### config.mk
export PLATFORM = sky130hd
export DESIGN_NAME = fft_stream_master_flat
export DESIGN_NICKNAME = d
export VERILOG_FILES = /design/src/rtl/fft_stream_master_pkg.sv /design/src/rtl/fft_stream_master_if.sv /design/src/rtl/fft_stream_master_res_fifo.sv /design/src/rtl/fft_stream_master.sv /design/src/flat_wrapper.sv
export SDC_FILE = /design/constraint.sdc
export NUM_CORES = 1
export LEC_CHECK = 0
export ABC_AREA = 1
export CAP_MARGIN = 20
export CORE_MARGIN = 5
export CORE_UTILIZATION = 45
export CTS_CLUSTER_DIAMETER = 30
export DETAILED_ROUTE_END_ITERATION = 10
export PLACE_DENSITY = 0.78
export SYNTH_ARGS = -nofsm -noshare
export SYNTH_HDL_FRONTEND = slang
export SYNTH_HIERARCHICAL = 1
export SYNTH_SLANG_ARGS = --single-unit
### constraint.sdc
create_clock -name clk -period 4.4 [get_ports clk]
set_clock_uncertainty 0.2 [all_clocks]
set_input_delay 0.88 -clock clk [delete_from_list [all_inputs] [get_ports clk]]
set_output_delay 0.88 -clock clk [all_outputs]
set_load 0.1 [all_outputs]
### src/rtl/fft_stream_master_pkg.sv
// Shared types for the FFT stream master: burst codes, FSM states, result entry.
package fft_pkg;
    localparam int SAMP_W = 12;

    typedef enum logic [1:0] {
        MID    = 2'b00,
        FIRST  = 2'b01,
        LAST   = 2'b10,
        SINGLE = 2'b11
    } burst_e;

    typedef enum logic [1:0] {IDLE, WRITE, READ, DRAIN} state_e;

    typedef struct packed {
        logic [31:0]       data;
        logic [SAMP_W-1:0] idx;
    } res_entry_t;

    function automatic burst_e burst_code(input logic [SAMP_W-1:0] beat,
                                          input logic [SAMP_W-1:0] len);
        if (len == SAMP_W'(1)) return SINGLE;
        if (beat == '0) return FIRST;
        if (beat == len - SAMP_W'(1)) return LAST;
        return MID;
    endfunction
endpackage

### src/rtl/fft_stream_master_if.sv
// Sample source, FFT write/read channels and result sink of the stream master.
interface fft_stream_if import fft_pkg::*; #(parameter int N = 2);
    logic [15:0]       src_data;
    logic              src_valid, src_ready;
    logic [15:0]       WDATA;
    logic              WVALID, WREADY;
    logic [N-1:0]      WBURST;
    logic [31:0]       RDATA;
    logic              RVALID, RREADY;
    logic [N-1:0]      RBURST;
    logic [31:0]       res_data;
    logic [SAMP_W-1:0] res_index;
    logic              res_valid, res_ready;

    modport master (
        input  src_data, src_valid, output src_ready,
        output WDATA, WVALID, WBURST, input WREADY,
        input  RDATA, RVALID, RBURST, output RREADY,
        output res_data, res_index, res_valid, input res_ready
    );
    modport slave (
        output src_data, src_valid, input src_ready,
        input  WDATA, WVALID, WBURST, output WREADY,
        output RDATA, RVALID, RBURST, input RREADY,
        input  res_data, res_index, res_valid, output res_ready
    );
endinterface

### src/rtl/fft_stream_master_res_fifo.sv
// First-word fall-through result buffer; extra pointer bit separates full from empty.
module fft_res_fifo #(
    parameter int WIDTH      = 44,
    parameter int FIFO_DEPTH = 2
) (
    input  logic             clk,
    input  logic             n_Reset,
    input  logic             push,
    input  logic [WIDTH-1:0] din,
    input  logic             pop,
    output logic [WIDTH-1:0] dout,
    output logic             full,
    output logic             empty
);
    localparam int AW = $clog2(FIFO_DEPTH);

    logic [WIDTH-1:0] mem [FIFO_DEPTH];
    logic [AW:0]      wr_ptr, rd_ptr;

    assign empty = (wr_ptr == rd_ptr);
    assign full  = (wr_ptr[AW] != rd_ptr[AW]) && (wr_ptr[AW-1:0] == rd_ptr[AW-1:0]);
    assign dout  = mem[rd_ptr[AW-1:0]];

    always_ff @(posedge clk or negedge n_Reset) begin
        if (!n_Reset) begin
            wr_ptr <= '0;
            rd_ptr <= '0;
        end else begin
            if (push && !full) wr_ptr <= wr_ptr + 1'b1;
            if (pop && !empty) rd_ptr <= rd_ptr + 1'b1;
        end
    end

    always_ff @(posedge clk) begin
        if (push && !full) mem[wr_ptr[AW-1:0]] <= din;
    end
endmodule

### src/rtl/fft_stream_master.sv
// Streams one frame of samples into an FFT core, collects the results and
// forwards them with their index through a small FWFT buffer.
module fft_stream_master import fft_pkg::*; #(
    parameter int N          = 2,
    parameter int FIFO_DEPTH = 2
) (
    input  logic              clk,
    input  logic              n_Reset,
    input  logic              start,
    input  logic [SAMP_W-1:0] samp_number,
    fft_stream_if.master      bus,
    output logic              busy,
    output logic              done,
    output logic              burst_err
);
    state_e            state_q, state_d;
    logic [SAMP_W-1:0] len_q, sent_q, wcnt_q, rcnt_q, last_beat;
    logic [15:0]       wdata_q;
    logic              wvalid_q;
    logic [N-1:0]      wburst_q;
    logic              done_q, berr_q;
    logic              src_ready_c, rready_c, accept;
    logic              src_hs, w_hs, r_hs, pop, fifo_full, fifo_empty;
    res_entry_t        push_ent, pop_ent;

    assign last_beat = len_q - SAMP_W'(1);
    assign accept    = (state_q == IDLE) && start;
    assign src_hs    = bus.src_valid && src_ready_c;
    assign w_hs      = wvalid_q && bus.WREADY;
    assign r_hs      = bus.RVALID && rready_c;
    assign pop       = !fifo_empty && bus.res_ready;

    always_ff @(posedge clk or negedge n_Reset) begin
        if (!n_Reset) state_q <= IDLE;
        else          state_q <= state_d;
    end

    always_comb begin
        state_d     = state_q;
        src_ready_c = 1'b0;
        rready_c    = 1'b0;
        case (state_q)
            IDLE:  if (start && samp_number != '0) state_d = WRITE;
            WRITE: begin
                src_ready_c = (!wvalid_q || bus.WREADY) && (sent_q < len_q);
                if (w_hs && wcnt_q == last_beat) state_d = READ;
            end
            READ: begin
                rready_c = !fifo_full;
                if (r_hs && rcnt_q == last_beat) state_d = DRAIN;
            end
            DRAIN: if (fifo_empty) state_d = IDLE;
            default: state_d = IDLE;
        endcase
    end

    always_ff @(posedge clk or negedge n_Reset) begin
        if (!n_Reset) begin
            len_q    <= '0;
            sent_q   <= '0;
            wcnt_q   <= '0;
            rcnt_q   <= '0;
            wdata_q  <= '0;
            wvalid_q <= 1'b0;
            wburst_q <= '0;
            done_q   <= 1'b0;
            berr_q   <= 1'b0;
        end else begin
            // a zero-length request completes on the spot without touching either channel
            done_q <= (accept && samp_number == '0) || (state_q == DRAIN && fifo_empty);
            if (accept) begin
                len_q  <= samp_number;
                sent_q <= '0;
                wcnt_q <= '0;
                rcnt_q <= '0;
                berr_q <= 1'b0;
            end
            if (src_hs) begin
                wdata_q  <= bus.src_data;
                wvalid_q <= 1'b1;
                wburst_q <= N'(burst_code(sent_q, len_q));
                sent_q   <= sent_q + SAMP_W'(1);
            end else if (w_hs) begin
                wvalid_q <= 1'b0;
            end
            if (w_hs) wcnt_q <= wcnt_q + SAMP_W'(1);
            if (r_hs) begin
                rcnt_q <= rcnt_q + SAMP_W'(1);
                if (bus.RBURST != N'(burst_code(rcnt_q, len_q))) berr_q <= 1'b1;
            end
        end
    end

    assign push_ent = '{data: bus.RDATA, idx: rcnt_q};

    fft_res_fifo #(
        .WIDTH      ($bits(res_entry_t)),
        .FIFO_DEPTH (FIFO_DEPTH)
    ) u_res_fifo (
        .clk     (clk),
        .n_Reset (n_Reset),
        .push    (r_hs),
        .din     (push_ent),
        .pop     (pop),
        .dout    (pop_ent),
        .full    (fifo_full),
        .empty   (fifo_empty)
    );

    assign bus.src_ready = src_ready_c;
    assign bus.WDATA     = wdata_q;
    assign bus.WVALID    = wvalid_q;
    assign bus.WBURST    = wburst_q;
    assign bus.RREADY    = rready_c;
    assign bus.res_data  = pop_ent.data;
    assign bus.res_index = pop_ent.idx;
    assign bus.res_valid = !fifo_empty;
    assign busy          = (state_q != IDLE);
    assign done          = done_q;
    assign burst_err     = berr_q;
endmodule
### src/flat_wrapper.sv
// flat-port wrapper written by rule: the top's interface ports become plain ports
module fft_stream_master_flat import fft_pkg::*;
#(
    parameter int N          = 2,
    parameter int FIFO_DEPTH = 2
)
  (clk, n_Reset, start, samp_number, busy, done, burst_err, bus_src_data, bus_src_valid, bus_src_ready, bus_WDATA, bus_WVALID, bus_WBURST, bus_WREADY, bus_RDATA, bus_RVALID, bus_RBURST, bus_RREADY, bus_res_data, bus_res_index, bus_res_valid, bus_res_ready);
  fft_stream_if #(.N(N)) bus_i ();
  input  logic clk;
  input  logic n_Reset;
  input  logic start;
  input  logic [SAMP_W-1:0] samp_number;
  output logic busy;
  output logic done;
  output logic burst_err;
  input wire logic [$bits(bus_i.src_data)-1:0] bus_src_data;
  input wire logic [$bits(bus_i.src_valid)-1:0] bus_src_valid;
  output wire logic [$bits(bus_i.src_ready)-1:0] bus_src_ready;
  output wire logic [$bits(bus_i.WDATA)-1:0] bus_WDATA;
  output wire logic [$bits(bus_i.WVALID)-1:0] bus_WVALID;
  output wire logic [$bits(bus_i.WBURST)-1:0] bus_WBURST;
  input wire logic [$bits(bus_i.WREADY)-1:0] bus_WREADY;
  input wire logic [$bits(bus_i.RDATA)-1:0] bus_RDATA;
  input wire logic [$bits(bus_i.RVALID)-1:0] bus_RVALID;
  input wire logic [$bits(bus_i.RBURST)-1:0] bus_RBURST;
  output wire logic [$bits(bus_i.RREADY)-1:0] bus_RREADY;
  output wire logic [$bits(bus_i.res_data)-1:0] bus_res_data;
  output wire logic [$bits(bus_i.res_index)-1:0] bus_res_index;
  output wire logic [$bits(bus_i.res_valid)-1:0] bus_res_valid;
  input wire logic [$bits(bus_i.res_ready)-1:0] bus_res_ready;
  assign bus_i.src_data = bus_src_data;
  assign bus_i.src_valid = bus_src_valid;
  assign bus_src_ready = bus_i.src_ready;
  assign bus_WDATA = bus_i.WDATA;
  assign bus_WVALID = bus_i.WVALID;
  assign bus_WBURST = bus_i.WBURST;
  assign bus_i.WREADY = bus_WREADY;
  assign bus_i.RDATA = bus_RDATA;
  assign bus_i.RVALID = bus_RVALID;
  assign bus_i.RBURST = bus_RBURST;
  assign bus_RREADY = bus_i.RREADY;
  assign bus_res_data = bus_i.res_data;
  assign bus_res_index = bus_i.res_index;
  assign bus_res_valid = bus_i.res_valid;
  assign bus_i.res_ready = bus_res_ready;
  fft_stream_master #(.N(N), .FIFO_DEPTH(FIFO_DEPTH)) u_core (.clk(clk), .n_Reset(n_Reset), .start(start), .samp_number(samp_number), .bus(bus_i), .busy(busy), .done(done), .burst_err(burst_err));
endmodule
# After elaboration in Yosys (flattened, before gate mapping)
# Memories as Yosys holds them, arrays and structs flattened.
# Index checks and enable logic that the tools add are counted.
# totals
reg_bits	75
ram_bits	88
inputBits	69
out_inout_bits	69
elab_cells	112
n_memories	1
# classes
n_addsub	6
n_lt_le_gt_ge	1
eq_ne	15
n_mux	47
n_reduce_logical	30
# mem_list
name	depth	width	rd	rd_ports_with_merged_regs	wr	line_no	text
u_core.u_res_fifo.mem	2	44	1	0	1	fft_stream_master_res_fifo.sv:17	logic [WIDTH-1:0] mem [FIFO_DEPTH];
# ops
operator	n
12-bit 2-to-1 mux	4
12-bit by 1-bit adder with 12-bit output (second input constant)	3
12-bit == test	3
12-bit logical NOT	3
2-bit 2-to-1 mux	16
1-bit 2-to-1 mux	26
1-bit logical AND	14
12-bit by 1-bit == test with 1-bit output (second input constant)	1
12-bit less-than comparator	1
12-bit nonzero test	1
12-bit by 1-bit subtractor with 12-bit output (second input constant)	1
2-bit nonzero test	5
2-bit case mux with 4 select lines	1
2-bit by 1-bit inequality test with 1-bit output (second input constant)	3
2-bit by 1-bit adder with 2-bit output (second input constant)	2
2-bit == test (second input constant)	2
4-bit AND reduction	1
1-bit logical NOT	3
2-bit by 1-bit == test with 1-bit output (second input constant)	1
2-bit == test	1
2-bit logical NOT	1
1-bit logical OR	2
2-bit inequality test	1
2-bit inequality test (second input constant)	1
2 further kinds	2

# Logic depth before layout (Yosys ltp)
# Gate-level depths: netlist of run 1.
# depth
word_depth	18
mapped_depth	18
ltp_nobuf	17

# By module
# Netlist of run 1, hierarchy kept.
# modules_own_cells
module	instances	cells_per_inst	area_each_um2
fft_stream_master	1	638	4678.2
fft_res_fifo	1	270	3452.1

# Worst setup path before layout of run 1
# OpenSTA, ideal clock, no wires.
# synth_path
path_type	flip-flop to flip-flop
startpoint	reg u_core.state_q[0]
endpoint	mem u_core.u_res_fifo.mem[1][0], enable pin
setup_ns	0.398
arrival_ns	3.782
required_ns	3.802
slack_ns	0.019
path_stages_with_launch	12
path_buffers	1
path_cell_list	dfrtp_1 > inv_1 > ha_1 > inv_1 > nor2_1 > nand2_1 > inv_1 > buf_4 > nand2_1 > inv_1 > nand2_1 > inv_1
# synth_via
elab_chain_cells	6
# synth_rtl
element	line_no	text
start: declaration	fft_stream_master.sv:16	state_e state_q, state_d;
start signal: assignment	fft_stream_master.sv:35	else state_q <= state_d;
2-bit == test	fft_stream_master.sv:42	case (state_q)
1-bit 2-to-1 mux	fft_stream_master.sv:42	
via bus_RREADY	flat_wrapper.sv:26	output wire logic [$bits(bus_i.RREADY)-1:0] bus_RREADY;
1-bit logical AND	fft_stream_master.sv:30	assign r_hs = bus.RVALID && rready_c;
via u_core.r_hs	fft_stream_master.sv:23	logic src_hs, w_hs, r_hs, pop, fifo_full, fifo_empty;
1-bit logical AND	fft_stream_master_res_fifo.sv:35	if (push && !full) mem[wr_ptr[AW-1:0]] <= din;
1-bit 2-to-1 mux	fft_stream_master_res_fifo.sv:35	
1-bit 2-to-1 mux (not written as such)	fft_stream_master_res_fifo.sv:35	
end: declaration	fft_stream_master_res_fifo.sv:17	
# The timed path passes the listed nets, and every way through them passes these cells.

# Worst setup path in the final report of run 1
# layout_path
startpoint	reg u_core.len_q[3]
endpoint	out bus_src_ready
# layout_via
elab_chain_cells	3
# layout_rtl
element	line_no	text
start: declaration	fft_stream_master.sv:17	logic [SAMP_W-1:0] len_q, sent_q, wcnt_q, rcnt_q, last_beat;
start signal: assignment	fft_stream_master.sv:72	len_q <= samp_number;
12-bit less-than comparator	fft_stream_master.sv:45	src_ready_c = (!wvalid_q || bus.WREADY) && (sent_q < len_q);
1-bit logical AND	fft_stream_master.sv:45	
1-bit 2-to-1 mux	fft_stream_master.sv:42	
end: declaration	flat_wrapper.sv:18	output wire logic [$bits(bus_i.src_ready)-1:0] bus_src_ready;
# No other way between the ends.

==> flow_summary.toml, run 1 <==
[yosys]
avgSynthCellArea_um2 = 8.954
synth_top_family_by_area = "simple AND/OR/NAND/NOR gates"
synth-async-reset-ratio_pct = 46.01
synth_edf_count = 88
ys_types = 37
ys_seq_area_share_pct = 55.59
synth_mux_area_share_pct = 0.1231
synth_flop_cell = "edfxtp_1"
synth_warnings = 6
synth-xor-area-share_pct = 1.831
synthCells = 908
synth.area.top_cells = "edfxtp_1, dfrtp_1, nand2_1"
syn_nets = 1001
synth-seq-cells = 163
yosys.area_share.simple_pct = 27.13
synthAdderAreaFrac_pct = 3.693
synth_top_area_cell = "edfxtp_1"
synth_top_area_share_pct = 32.50
synth_compound_area_share_pct = 5.709
netlist_area_um2 = 8130

[pwr]
vdd_ir_drop_max_mv = 0.5215
leakagePower_nw = 4.629
p_per_area_nw_per_um2 = 806.7
finalPower_w = 0.008277

[global_routing]
grt_pass1_vias = 6354
grt_max_degree = 76
grt_pass1_wl_mm = 30.63
grt_usage_pct = 18.63
grt_antenna_before_repair = 0
grt_overflow = 0

[timing]
rsz0062_at_grt = "false"
fin_ws_ns = 0.8320
timing.hold.ws_ns = 0.2273
hold_viol = 0
tightest_slew_ns = 0.9900
setup_viol = 0
finalSetupTns_ns = 0
timing.fmax_ghz = 0.2803
relSlewSlack_pct = 33.79
fin_crit_ns = 3.568
slew_violations = 0
period_share_pct = 81.09

[worst_setup_path]
cp_max_fo = 5
worstPathArrival_ns = 2.49
required_ns = 3.32
rrSetupSlack_ns = 1.41
worst_setup_path_start_kind = "flip-flop"
r2r_end = "u_core/u_res_fifo/mem[1][26]"
endpoint_kind = "output pin"
critPathBufInv = 2
cpMaxStageDelayCell = "dfrtp_1"
r2r-start = "u_core/u_res_fifo/rd_ptr[1]"
slowest_delay_ns = 0.48
cp_common_cell = "a21oi_1"
r2r_cells = 13
path_cells = "inv_1 > ha_1 > a21oi_1 > o21ai_0 > a21oi_1 > o21ai_0 > a21oi_1 > buf_4"
crit_family = "compound AO/OA/AOI/OAI gates"
crit_type = "reg -> out"

[place]
dpl_worst_slack_ns = 0.8995
routabilityCongestion = 0.9102
port_buffers = 137
hpwl_mm = 13.89

[clock_tree]
postCtsSetupRepairBufs = 0
htreeDepth = 4
clock_path_buffers = 2
clkSinkCount = 163
cts_buffers = 17
path_clk_slew_ns = 0.07
postCtsHoldBufs = 0
cts_tree = "yes"
clock_latency_ns = 0.43
ctsResizeCount = 0
cts_root_buf = "clkbuf_16"

[final_layout]
n_fill_cell = 1531
layout_common_cells = "nand2_1, inv_1, clkdlybuf4s50_1"
nNetsFinal = 1148
final_common_cell = "nand2_1"
drive_above_1_share_pct = 12.27
num_antenna_cells = 0
area_delta_synth_final_pct = 26.19

[routing]
drc_errors = 0
drtPass1Iterations = 5
drt_wl_total_mm = 18.94
ant_nets = 0
routed_via_density = 5.091
vias = 6603
drt-initial-drc-count = 441
wl_per_cell_um = 14.60

[floorplanning]
fp.dieH_um = 144.4
dieArea_um2 = 20860
core_region_area_um2 = 17900
rows = 49
die_w_um = 144.4
start_util_pct = 45.42
io_pins = 138

[job]
drv_cap = 0

[hold_path]
hold_class = "in -> async"

[status]
status = "finished, final reports clean"
-- cell type report --
type,instances,area [um^2],area share (%)
Sequential cell,163,4519,44.05
Multi-Input combinational cell,626,3129,30.50
Timing Repair Buffer,147,1364,13.29
Clock buffer,17,425.4,4.146
Inverter,100,375.4,3.659
Tap cell,229,286.5,2.793
Clock inverter,15,160.2,1.561
-- how the worst max path moves through the flow --
| stage | from | end | slack, ns | depth (start not counted) |
|---|---|---|---|---|
| global route | u_core/len_q[3] | bus_src_ready | 0.69 | 8 |
| detailed placement | bus_RVALID | u_core/u_res_fifo/mem[1][29] | 0.90 | 8 |
| CTS | u_core/len_q[3] | bus_src_ready | 0.84 | 8 |
| finish | u_core/len_q[3] | bus_src_ready | 0.83 | 8 |
| global placement | bus_RVALID | u_core/u_res_fifo/mem[1][12] | 0.93 | 8 |
| floorplan | u_core/state_q[0] | u_core/u_res_fifo/mem[1][0] | 0.02 | 11 |
-- registers in the layout, summed over array words and instances (netlist names), 2 cells and up --
name	count
u_core/u_res_fifo/wr_ptr	2
u_core/rcnt_q	12
u_core/wcnt_q	12
u_core/state_q	2
u_core/bus.WDATA	16
u_core/u_res_fifo/rd_ptr	2
u_core/len_q	12
u_core/u_res_fifo/mem	88
u_core/sent_q	12
u_core/bus.WBURST	2
-- where the power goes --
part | switching, W | internal, W | total, W
logic | 0.00364 | 0.00108 | 0.00471
registers | 0.000207 | 0.00192 | 0.00213
clock network | 0.000673 | 0.000760 | 0.00143
total | 0.00452 | 0.00376 | 0.00828
-- layer usage --
metal	global-route usage [%]	routed length, um	vias to the layer above
li1	-	-	3281
met1	24.13	8299	3077
met2	30.77	8836	216
met3	4.332	1425	29
met4	6.676	381	0
met5	0	0	-
-- per-stage QoR --
stage	utilization, %	instance area (um^2)	std cells
floorplan	-	8130	908
global placement	53.93	9654	1264
detailed placement	53.93	9654	1264
CTS	57.20	10240	1296
global route	57.31	10260	1297
finish	57.31	10260	1297
-- cells by family (layout without fill, tap and decap cells) --
group | count (synthesis) | count (layout)
compound gates | 85 | 85
buf+inv | 119 | 279
simple gates | 499 | 499
mux | 1 | 1
xor+xnor | 17 | 17
flops | 163 | 163
fa+ha+maj | 24 | 24
-- cell usage after synthesis, types with 3 or more instances --
master	n
a31oi_1	5
nor3_2	4
dfrtp_1	75
o211ai_1	3
nor2_1	39
ha_1	24
edfxtp_1	88
o22ai_1	11
nor4_1	7
nor2_4	4
o21ai_0	41
xor2_1	14
buf_4	7
xnor2_1	3
nand2_4	3
nand2_2	17
nand4_1	12
buf_2	7
nand3_1	62
nand2_1	330
nand3_2	3
a21oi_1	21
clkbuf_1	5
nor3_1	9
inv_2	3
inv_1	96
No activity file was read; power rests on OpenSTA's default activity.
==> run 2: changes to the inputs <==
--- a/config.mk
+++ b/config.mk
@@ -11,7 +11,7 @@
 export CORE_UTILIZATION = 45
 export CTS_CLUSTER_DIAMETER = 30
 export DETAILED_ROUTE_END_ITERATION = 10
-export PLACE_DENSITY = 0.78
+export PLACE_DENSITY = 0.81
 export SYNTH_ARGS = -nofsm -noshare
 export SYNTH_HDL_FRONTEND = slang
 export SYNTH_HIERARCHICAL = 1
==> constraint.sdc (replaced) <==
create_clock -name clk -period 2.85 [get_ports clk]
set_clock_uncertainty 0.2 [all_clocks]
set_input_delay 0.57 -clock clk [delete_from_list [all_inputs] [get_ports clk]]
set_output_delay 0.57 -clock clk [all_outputs]
set_load 0.1 [all_outputs]
==> flow_summary.toml, run 2 (same netlist as run 1, synthesis figures left out) <==
[status]
status = "finished, final reports clean"

[worst_setup_path]
endpoint_kind = "output pin"
rrSetupSlack_ns = 0.32
slowest_delay_ns = 0.50
r2r_cells = 16
required_ns = 2.08
crit_family = "flip-flops"
cp_max_fo = 5
worstPathArrival_ns = 1.98
cpMaxStageDelayCell = "dfrtp_1"
crit_type = "reg -> out"
path_cells = "inv_1 > ha_1 > a21oi_1 > o21ai_2 > a21oi_4 > buf_12"
r2r-start = "u_core/len_q[6]"
worst_setup_path_start_kind = "flip-flop"
critPathBufInv = 2
r2r_end = "u_core/burst_err"

[pwr]
finalPower_w = 0.01408
p_per_area_nw_per_um2 = 1277
leakagePower_nw = 4.912
vdd_ir_drop_max_mv = 1.002

[final_layout]
layout_common_cells = "nand2_1, edfxtp_1, inv_1"
largest_reg_flops = 88
num_antenna_cells = 0
drive_above_1_share_pct = 18.06
nNetsFinal = 1161
final_common_cell = "nand2_1"
n_fill_cell = 1423
layout.cells.non_filler = 1309
area_delta_synth_final_pct = 35.60

[clock_tree]
clkSinkCount = 163
clock_path_buffers = 2
clock_latency_ns = 0.43
postCtsHoldBufs = 0
path_clk_slew_ns = 0.06
cts_tree = "yes"
cts_root_buf = "clkbuf_16"
htreeDepth = 4
cts_buffers = 17

[floorplanning]
fp.dieH_um = 144.4
core_region_area_um2 = 17900
rows = 49
start_util_pct = 45.42
die_w_um = 144.4
io_pins = 138
dieArea_um2 = 20860

[timing]
period_share_pct = 96.61
fin_crit_ns = 2.753
relSlewSlack_pct = 37.11
timing.fmax_ghz = 0.3632
rsz0062_at_grt = "true"
timing.hold.ws_ns = 0.08537
finalSetupTns_ns = 0
fin_ws_ns = 0.09671
slew_violations = 0
hold_viol = 0
setup_viol = 0
tightest_slew_ns = 0.9434

[routing]
drt-initial-drc-count = 404
drt_wl_total_mm = 19.54
vias = 6796
drtPass1Iterations = 6
routed_via_density = 5.192
drc_errors = 0
wl_per_cell_um = 14.93
ant_nets = 0

[place]
dpl_worst_slack_ns = 0.1343
place_inst = 1267
hpwl_mm = 14.13
port_buffers = 137
routabilityCongestion = 0.9079

[global_routing]
grt_antenna_before_repair = 0
grt_usage_pct = 19.05
grt_pass1_vias = 6525
grt_overflow = 0
grt_pass1_wl_mm = 31.35
grt_max_degree = 76

[hold_path]
hold_class = "in -> async"

[job]
drv_cap = 0
-- run 2: cell types whose count changed in the layout (fill, tap and decap cells not counted), sizes merged --
cell	before	now
buf	58	93
clkdlybuf4s50	89	67
clkinvlp	0	4
bufinv	0	3
clkinv	9	3
inv	106	104
-- run 2: timing repair --
action / 4_1_cts / 5_1_grt
endpoints found under the setup margin: 1 / 2
resized for setup: 9 / 13
buffers inserted: 5 / 6
cloned: 0 / 0
pin swaps: 2 / 5
-- run 2: power breakdown --
| group | switching (W) | internal (W) | leakage, nW |
|---|---|---|---|
| Combinational | 0.00591 | 0.00251 | 2.83 |
| Sequential | 0.000313 | 0.00297 | 1.78 |
| Clock | 0.000975 | 0.00140 | 0.297 |
-- run 2: area by class of cell --
cell class	count	area, um^2	share of cell area, %
Tap cell	229	286.5	2.599
Sequential cell	163	4523	41.03
Clock inverter	14	191.4	1.736
Inverter	100	385.4	3.496
Clock buffer	17	425.4	3.859
Timing Repair Buffer	160	1969	17.86
Multi-Input combinational cell	626	3243	29.42
-- run 2: through the flow --
step | instance area (um^2) | utilization [%]
3_3_place_gp | 10240 | 57.23
2_1_floorplan | 8182 | -
3_5_place_dp | 10240 | 57.23
4_1_cts | 10920 | 60.97
5_1_grt | 11020 | 61.58
6_report | 11020 | 61.58
-- run 2: worst reg2reg max path, stage by stage (launching register included) --
cell and delay (ns):
dfrtp_1 0.40, buf_4 0.14, buf_4 0.12, nor2_1 0.26, nand2_1 0.10, nor2_2 0.14, nand3_1 0.09, nand2_1 0.16
nand2_1 0.07, nand2_1 0.07, nand2_1 0.06, nor2_2 0.13, nand3_1 0.12, nand3_1 0.09, nand3_1 0.13, nand2_1 0.08
nand2_1 0.05
-- run 2: layer usage --
metal	part of all wire (%)	up-vias	global-route usage, %
met5	0	-	0
met1	41	3146	23.82
li1	-	3317	-
met3	8.9	32	4.828
met4	2.1	0	6.726
met2	48	301	32.19
-- run 2: how the worst max path moves through the flow --
| stage | cells past startpoint | start | endpoint | slack, ns |
|---|---|---|---|---|
| after global routing | 8 | u_core/len_q[7] | bus_src_ready | -0.01 |
| after global placement | 8 | u_core/len_q[3] | bus_src_ready | 0.23 |
| after floorplan | 13 | u_core/u_res_fifo/rd_ptr[0] | u_core/u_res_fifo/mem[1][0] | -0.008 |
| final | 6 | u_core/len_q[8] | bus_src_ready | 0.1 |
| after CTS | 8 | u_core/len_q[5] | bus_src_ready | 0.002 |
| after detailed placement | 10 | u_core/len_q[3] | u_core/sent_q[1] | 0.13 |
==> run 3: changes to the inputs <==
--- a/config.mk
+++ b/config.mk
@@ -5,7 +5,6 @@
 export SDC_FILE = /design/constraint.sdc
 export NUM_CORES = 1
 export LEC_CHECK = 0
-export ABC_AREA = 1
 export CAP_MARGIN = 20
 export CORE_MARGIN = 5
 export CORE_UTILIZATION = 45
==> flow_summary.toml, run 3 <==
[routing]
ant_nets = 0
vias = 6161
routed_via_density = 5.496
drc_errors = 0
drt-initial-drc-count = 411
drtPass1Iterations = 5
wl_per_cell_um = 18.20
drt_wl_total_mm = 20.40

[yosys]
synth.area.top_cells = "edfxtp_1, dfrtp_1, mux2_2"
synth_top_area_cell = "edfxtp_1"
ys_seq_area_share_pct = 56.71
syn_nets = 756
synth_edf_count = 88
avgSynthCellArea_um2 = 12.02
netlist_area_um2 = 7969
synth-async-reset-ratio_pct = 46.01
synth_flop_cell = "edfxtp_1"
synth-seq-cells = 163
synth_top_area_share_pct = 33.16
synth_commonest_cells = "edfxtp_1, dfrtp_1, nand2_1, o21ai_0, mux2_2"
synth_warnings = 6
synthCells = 663
ys_types = 64
synth.most_common_cell = "edfxtp_1"

[clock_tree]
cts_root_buf = "clkbuf_16"
cts_tree = "yes"
clkSinkCount = 163
clock_latency_ns = 0.43
cts_buffers = 17
path_clk_slew_ns = 0.07
htreeDepth = 4
clock_path_buffers = 2

[worst_setup_path]
required_ns = 2.96
cp_common_cell = "buf_4"
worst_setup_path_start_kind = "flip-flop"
cpMaxStageDelayCell = "a2111oi_0"
crit_family = "compound AO/OA/AOI/OAI gates"
crit_type = "reg -> reg"
cp_max_fo = 4
worstPathArrival_ns = 3.48
path_cells = "inv_2 > ha_4 > buf_6 > nor3b_4 > buf_4 > buf_4 > a32o_1 > nor4_1 > o2111ai_1 > a2111oi_0 > a31oi_1 > a21oi_4 > mux2_4"
slowest_delay_ns = 0.43
critPathBufInv = 4
endpoint_kind = "flip-flop"

[timing]
timing.hold.ws_ns = 0.2856
period_share_pct = 118.0
relSlewSlack_pct = 67.20
fin_crit_ns = 3.362
fin_ws_ns = -0.5122
setup_viol = 32
hold_viol = 0
timing.fmax_ghz = 0.2974
tightest_slew_ns = 0.4920
rsz0062_at_grt = "true"
slew_violations = 0

[floorplanning]
fp.dieH_um = 143.1
start_util_pct = 45.91
core_region_area_um2 = 17360
dieArea_um2 = 20470
die_w_um = 143.1
io_pins = 138
rows = 48

[final_layout]
nNetsFinal = 976
num_antenna_cells = 0
final_common_cell = "buf_4"
drive_above_1_share_pct = 34.15
area_delta_synth_final_pct = 44.89
layout_common_cells = "buf_4, edfxtp_1, dfrtp_1"
largest_reg_flops = 88

[place]
port_buffers = 137
dpl_worst_slack_ns = -0.4759
hpwl_mm = 14.15
routabilityCongestion = 0.8848

[global_routing]
grt_max_degree = 70
grt_antenna_before_repair = 0
grt_overflow = 0
grt_pass1_wl_mm = 30.72
grt_usage_pct = 19.27
grt_pass1_vias = 6037

[job]
drv_cap = 0

[pwr]
vdd_ir_drop_max_mv = 1.061
p_per_area_nw_per_um2 = 1245
power_switching_w = 0.006817
clkPwrFrac_pct = 16.4
intPower_w = 0.007560
sequentialPowerShare_pct = 23.4
leakagePower_nw = 4.736
pwr-share-comb_pct = 60.2
p_sw_share_pct = 47.42

[hold_path]
hold_class = "in -> async"

[status]
violations = "negative setup slack"
status = "finished, violations left"
==> run 3: cell types whose count changed after synthesis, sizes merged, moves of 6 or more <==
cell / delta
nand2: -290
inv: -73
mux2: +64
nand3: -39
xnor2: +33
clkbuf: +15
o21ai: +13
nor2: -11
o22ai: -11
a21oi: -10
and3: +9
a211o: +7
nor3: +6
==> run 3: logic make-up after synthesis <==
| kind of cell | share of synthesized area, % |
|---|---|
| compound gates | 8.353 |
| xor+xnor | 5.323 |
| fa+ha+maj | 3.768 |
| buf+inv | 3.564 |
| flops | 56.71 |
| mux | 9.672 |
| simple gates | 12.61 |
==> run 3: power by group through the flow <==
| stage | logic [W] | registers, W | clock network, W |
|---|---|---|---|
| floorplan | 0.00447 | 0.00435 | 0 |
| global placement | 0.00803 | 0.00336 | 0 |
| detailed placement | 0.00812 | 0.00339 | 0 |
| CTS | 0.00833 | 0.00335 | 0.00241 |
| global route | 0.00903 | 0.00341 | 0.00252 |
| finish | 0.00866 | 0.00336 | 0.00236 |
==> run 3: worst reg2reg max path: stages (launching register included) <==
cell	delay, ns
dfrtp_2	0.42
inv_2	0.07
ha_4	0.17
buf_6	0.11
nor3b_4	0.15
buf_4	0.13
buf_4	0.12
a32o_1	0.25
nor4_1	0.32
o2111ai_1	0.15
a2111oi_0	0.43
a31oi_1	0.23
a21oi_4	0.18
mux2_4	0.31
==> run 3: metal layers <==
metal  vias up  share of wire [%]  track usage, %
met1      3029                 41           23.68
met5         -                  0               0
met2       232                 50           33.26
met3        43                6.7           4.488
met4         0                2.5           6.903
li1       2857                  -               -
==> run 3: timing repair <==
| item | 4_1_cts | 5_1_grt |
|---|---|---|
| pin swaps | 6 | 12 |
| hold buffers | 1 | 0 |
| gates resized for setup | 18 | 36 |
| endpoints found under the hold margin | 6 | 0 |
| gates cloned | 0 | 4 |
| setup buffers | 4 | 10 |
| endpoints found under the setup margin | 31 | 46 |
==> run 3: area by class of cell <==
type / instances / area, um^2
fill: 1245 / 5811
sequential: 163 / 4527
multi-input combinational: 439 / 3442
timing repair buffer: 236 / 2580
clock buffer: 17 / 425.4
tap: 225 / 281.5
clock inverter: 15 / 188.9
inverter: 26 / 101.3
==> run 3: metrics by stage <==
stage          util [%]  setup TNS, ns  cell area, um^2  total power (W)  cells
6_report          66.52         -4.727            11550          0.01438   1121
5_1_grt           66.52         -7.299            11550          0.01496   1121
4_1_cts           64.76         -1.250            11240          0.01409   1107
3_5_place_dp      60.55         -4.741            10510          0.01151   1070
3_3_place_gp      60.55         -3.927            10510          0.01139   1070
2_1_floorplan         -         -51.67             8068         0.008823    663
==> run 3: final timing paths <==
kind / start / end / slack [ns] / depth (start not counted)
max: u_core/len_q[0] / u_core/state_q[1] / -0.51 / 13
min: n_Reset / u_core/bus.WDATA[14] / 0.29 / 2
max reg2reg: u_core/len_q[0] / u_core/state_q[1] / -0.51 / 13
min reg2reg: u_core/bus.WBURST[1] / u_core/bus.WBURST[1] / 0.29 / 2
max in group asynchronous: n_Reset / u_core/len_q[1] / 1.51 / 3
min in group clk: u_core/bus.WBURST[1] / u_core/bus.WBURST[1] / 0.29 / 2
